[src/rtl/scan_mux_pkg.sv]
// scan_mux_pkg: shared mode encodings and select-width helper for scan_mux
package scan_mux_pkg;
  localparam logic MODE_MANUAL = 1'b0;
  localparam logic MODE_AUTO   = 1'b1;
  function automatic int clog2_min1(input int n);
    return (n < 2) ? 1 : $clog2(n);
  endfunction
endpackage

[src/rtl/scan_dwell_cnt.sv]
// scan_dwell_cnt: dwell counter and round-robin channel advance for auto-scan
module scan_dwell_cnt
  import scan_mux_pkg::*;
#(
  parameter int N_CH  = 8,
  parameter int SEL_W = clog2_min1(N_CH),
  parameter int CNT_W = 8
) (
  input  logic             clk,
  input  logic             rst_n,
  input  logic             en,
  input  logic             mode,
  input  logic [CNT_W-1:0] dwell,
  input  logic [SEL_W-1:0] cur_sel,
  input  logic [SEL_W-1:0] load_sel,
  output logic [SEL_W-1:0] sel_next,
  output logic             wrap
);
  logic [CNT_W-1:0] cnt, lim;
  logic adv, last;
  // >= rather than == so a dwell shortened mid-scan advances at once
  assign lim  = (dwell == '0) ? '0 : dwell - 1'b1;
  assign adv  = cnt >= lim;
  assign last = cur_sel == SEL_W'(N_CH - 1);
  assign sel_next = (mode == MODE_MANUAL) ? load_sel :
                    !adv ? cur_sel : last ? '0 : cur_sel + 1'b1;
  assign wrap = en && mode == MODE_AUTO && adv && last;
  always_ff @(posedge clk or negedge rst_n)
    if (!rst_n) cnt <= '0;
    else if (en) cnt <= (mode == MODE_MANUAL || adv) ? '0 : cnt + 1'b1;
endmodule

[src/rtl/scan_mux.sv]
// scan_mux: registered N-channel mux with manual select and auto-scan modes
module scan_mux
  import scan_mux_pkg::*;
#(
  parameter int N_CH  = 8,
  parameter int W     = 1,
  parameter int SEL_W = clog2_min1(N_CH),
  parameter int CNT_W = 8
) (
  input  logic              clk,
  input  logic              rst_n,
  input  logic              en,
  input  logic              mode,
  input  logic [SEL_W-1:0]  sel_in,
  input  logic [CNT_W-1:0]  dwell,
  input  logic [N_CH*W-1:0] din,
  output logic [W-1:0]      mux_out,
  output logic [SEL_W-1:0]  cur_sel,
  output logic              sel_err,
  output logic              wrap
);
  logic [SEL_W-1:0] sel_next, load_sel;
  logic err, wrap_c, wrap_q;
  assign err      = mode == MODE_MANUAL && int'(sel_in) >= N_CH;
  assign load_sel = err ? cur_sel : sel_in;
  scan_dwell_cnt #(.N_CH(N_CH), .SEL_W(SEL_W), .CNT_W(CNT_W)) u_cnt (
    .clk(clk), .rst_n(rst_n), .en(en), .mode(mode), .dwell(dwell),
    .cur_sel(cur_sel), .load_sel(load_sel), .sel_next(sel_next), .wrap(wrap_c)
  );
  always_ff @(posedge clk or negedge rst_n)
    if (!rst_n) begin
      mux_out <= '0;
      cur_sel <= '0;
      sel_err <= 1'b0;
      wrap_q  <= 1'b0;
    end else if (en) begin
      mux_out <= err ? '0 : din[int'(sel_next)*W +: W];
      cur_sel <= sel_next;
      sel_err <= err;
      wrap_q  <= wrap_c;
    end else wrap_q <= 1'b0;
  // pulse must vanish as soon as the block is frozen
  assign wrap = wrap_q & en;
endmodule

[config.mk]
export PLATFORM = sky130hd
export DESIGN_NAME = scan_mux
export DESIGN_NICKNAME = d
export VERILOG_FILES = /design/src/rtl/scan_mux_pkg.sv /design/src/rtl/scan_dwell_cnt.sv /design/src/rtl/scan_mux.sv
export SDC_FILE = /design/constraint.sdc
export NUM_CORES = 1
export LEC_CHECK = 0
export ABC_CLOCK_PERIOD_IN_PS = 5700
export CORE_MARGIN = 2
export CORE_UTILIZATION = 45
export DETAILED_ROUTE_END_ITERATION = 10
export HOLD_SLACK_MARGIN = 0.15
export PLACE_DENSITY = 0.84
export SYNTH_ARGS = -nofsm -noshare
export SYNTH_HDL_FRONTEND = slang
export SYNTH_SLANG_ARGS = --single-unit
[constraint.sdc]
create_clock -name clk -period 5.7 [get_ports clk]
set_clock_uncertainty 0.1 [all_clocks]
set_input_delay 0.57 -clock clk [delete_from_list [all_inputs] [get_ports clk]]
set_output_delay 0.57 -clock clk [all_outputs]
set_load 0.005 [all_outputs]
==> flow_metrics.env <==
export IMPL_clockBufferDepth=2
export IMPL_port_buffers=27
export IMPL_rrSetupSlack_ps=3010
export IMPL_reg2reg_to="mux_out"
export IMPL_dr_wl_met2_um=1150
export IMPL_postRouteAntennaNets=0
export IMPL_synth_area_leaders="dfrtp_1 28%, ha_1 13%, mux2i_1 6.0%, nand2_1 5.2%, nor2_1 3.9%"
export IMPL_syn2layout_area_growth_pct=27.6
export IMPL_switchingPower_uw=77.5
export IMPL_seqPwrFrac_pct=42.6
export IMPL_grt_pass1_wl_um=3960
export IMPL_die_y_um=54.8
export IMPL_hpwl_um=2050
export IMPL_synth_seq_cells=13
export IMPL_maxCapViolations=0
export IMPL_tightest_slew_ps=569
export IMPL_antenna_found_initial=0
export IMPL_critPathKind="input port to flop"
export IMPL_grtUsageTotal_pct=18.3
export IMPL_p_clk_share_pct=22.4
export IMPL_place_congestion=0.821
export IMPL_setup_tns_final_ps=0
export IMPL_whs_ps=450
export IMPL_max_clock_freq_mhz=261
export IMPL_report_final_slew_viol_count=0
export IMPL_route_detailed_drc=0
export IMPL_synthDistinctLibCells=39
export IMPL_fillers=209
export IMPL_final_nets=200
export IMPL_synthCells=136
export IMPL_drtIter0Drc=16
export IMPL_wl_met1_um=1190
export IMPL_routed_via_density=5.49
export IMPL_critical_path_startpoint="dwell[3]"
export IMPL_synth_area_um2=1160
export IMPL_p_leak_uw=0.000659
export IMPL_post_cts_buffers=0
export IMPL_setup_worst_path_end="mux_out"
export IMPL_holdCritPathClass="flop to flop"
export IMPL_num_rows=18
export IMPL_dr_wl_met3_um=106
export IMPL_grt_max_degree=17
export IMPL_yosysTopAreaCell="dfrtp_1"
export IMPL_p_comb_share_pct=35.0
export IMPL_worstSetupStartpointType="input port"
export IMPL_cts_buffers=3
export IMPL_topRoutingLayerUsed="met4"
export IMPL_wire_per_inst_um=12.9
export IMPL_core_area_um2=2450
export IMPL_hold_viol=0
export IMPL_syn_area_per_cell_um2=8.53
export IMPL_clkLatencyLatePin_ps=270
export IMPL_cts_resized=0
export IMPL_synth_fp_nets=171
export IMPL_worstRegToRegCells=9
export IMPL_setup_viol=0
export IMPL_clkTransAtPathRegs_ps=80
export IMPL_io_pins=29
export IMPL_p_per_area_nw_per_um2=169
export IMPL_status="completed"
export IMPL_die_x_um=54.8
export IMPL_drtPass1Iterations=4
export IMPL_antenna_cells=0
export IMPL_drt_total_wl_um=2490
export IMPL_rsz0062_at_grt="false"
export IMPL_globalRouteOverflowTotal=0
export IMPL_cts_tree="done"
export IMPL_htreeDepth=1
export IMPL_p_int_uw=172
export IMPL_synth_warnings=0
export IMPL_fin_crit_sh_pct=67.3
export IMPL_die_area_um2=3000
export IMPL_swShare_pct=31.1
export IMPL_grt_pass1_vias=951
export IMPL_peakVddDrop_uv=165
export IMPL_drive_gt1_share_pct=6.10
export IMPL_synth_top_area_share_pct=28.0
export IMPL_critPathMaxFanout=5
export IMPL_vias=1065
export IMPL_r2r_start="u_cnt.cnt[0]"
export IMPL_period_minus_slack_ps=3840
export IMPL_arrival_ps=3900
export IMPL_floorplan_initialDensity_pct=47.2
export IMPL_cts_sinks=13
export IMPL_hold_buffers=0
export IMPL_ctsRootBufferMaster="clkbuf_4"
export IMPL_ys_seq_area_share_pct=28.0
export IMPL_endpoint_kind="flop"
export IMPL_max_slew_margin_pct=61.9
export IMPL_crit_required_ps=5760
[critical path, cell delays in order]
cell             delay [ps]
clkdlybuf4s50_1         450
nor3_1                  340
nand3_1                 200
nor3_1                  210
mux2i_1                 110
ha_1                    300
nand4_1                 140
a22oi_2                 290
a211oi_1                150
a311oi_4                440
mux2i_1                 240
mux2i_1                  90
a311o_1                 360
[metal layers]
layer  global-route usage (%)  up-vias
met4                     9.58        0
met1                     25.0      486
met2                     28.4       25
met3                     1.64        6
met5                        0        -
li1                         -      548
[stage by stage]
| step | worst slack [ps] | instances | instance area, um^2 | utilization, % | power [uW] |
|---|---|---|---|---|---|
| after floorplan | 2420 | 136 | 1160 | - | 157 |
| after global placement | 1690 | 190 | 1450 | 59.2 | 192 |
| after detailed placement | 1560 | 190 | 1450 | 59.2 | 195 |
| after CTS | 1840 | 194 | 1480 | 60.3 | 253 |
| after global routing | 1530 | 194 | 1480 | 60.3 | 270 |
| final | 1860 | 194 | 1480 | 60.3 | 250 |
[flip-flops by register name, indices dropped and copies added, names as in the netlist]
| register | cells |
|---|---|
| mux_out | 1 |
| u_cnt.cnt | 8 |
| cur_sel | 3 |
| wrap_q | 1 |
[Yosys cell counts (all sizes together)]
cell      n
a2111oi   1
a211oi    2
a21boi    1
a21o      1
a21oi     8
a221o     1
a221oi    1
a22oi     1
a311o     1
a311oi    2
and2      1
and3      1
buf       1
clkbuf    2
conb      1
dfrtp    13
ha       12
inv       8
mux2      1
mux2i     7
nand2    16
nand2b    1
nand3     7
nand4     3
nor2     12
nor2b     5
nor3      5
nor4      1
o211ai    1
o21a      2
o21ai     7
o2bb2ai   1
o31ai     1
or2       1
xnor2     3
xor2      4
[worst min-delay path by stage]
stage	startpoint	end	slack, ps	cells past startpoint
finish	u_cnt.cnt[2]	u_cnt.cnt[2]	450	1
global route	u_cnt.cnt[2]	u_cnt.cnt[2]	480	1
CTS	u_cnt.cnt[2]	u_cnt.cnt[2]	450	1
detailed placement	u_cnt.cnt[2]	u_cnt.cnt[2]	430	1
global placement	cur_sel[1]	cur_sel[1]	430	2
floorplan	rst_n	cur_sel[0]	170	0
[logic make-up after synthesis]
group	after synthesis	share of synthesized area [%]
AO/OA/AOI/OAI	31	20.8
multiplexers	8	7.01
adder cells (fa/ha/maj)	12	12.9
other	1	0.323
AND/OR/NAND/NOR	53	21.7
buffers and inverters	11	3.88
XOR/XNOR	7	5.29
flip-flops	13	28.0
[placed cells by master (no fill, tap or decap), drive strengths merged]
cell,instances
a21oi,8
xor2,4
a22oi,1
o21a,2
a21o,1
and3,1
nand2,16
and2,1
or2,1
a211oi,2
inv,8
o211ai,1
nor2,12
mux2i,7
a221oi,1
nor3,5
clkdlybuf4s50,27
nor4,1
mux2,1
xnor2,3
a311oi,2
a21boi,1
o21ai,7
nand3,7
a2111oi,1
dfrtp,13
ha,12
clkbuf,3
o31ai,1
a311o,1
nand2b,1
a221o,1
clkinv,1
conb,1
o2bb2ai,1
nor2b,5
nand4,3
[power by group through the flow]
| stage | clock network (uW) | logic, uW | registers [uW] |
|---|---|---|---|
| after floorplan | 0 | 49.8 | 107 |
| after global placement | 0 | 84.6 | 108 |
| after detailed placement | 0 | 87.1 | 108 |
| after CTS | 58.2 | 87.9 | 106 |
| after global routing | 63.6 | 98.1 | 108 |
| final | 55.8 | 87.3 | 106 |
[final cells by class]
| class | count | area, um^2 | share of cell area (%) |
|---|---|---|---|
| Multi-Input combinational cell | 112 | 790 | 53.3 |
| Timing Repair Buffer | 27 | 270 | 18.3 |
| Inverter | 8 | 30.0 | 2.03 |
| Sequential cell | 13 | 325 | 22.0 |
| Clock inverter | 1 | 5.00 | 0.338 |
| Clock buffer | 3 | 22.5 | 1.52 |
| Tap cell | 30 | 37.5 | 2.54 |
Power figures use the tool's default switching activity.
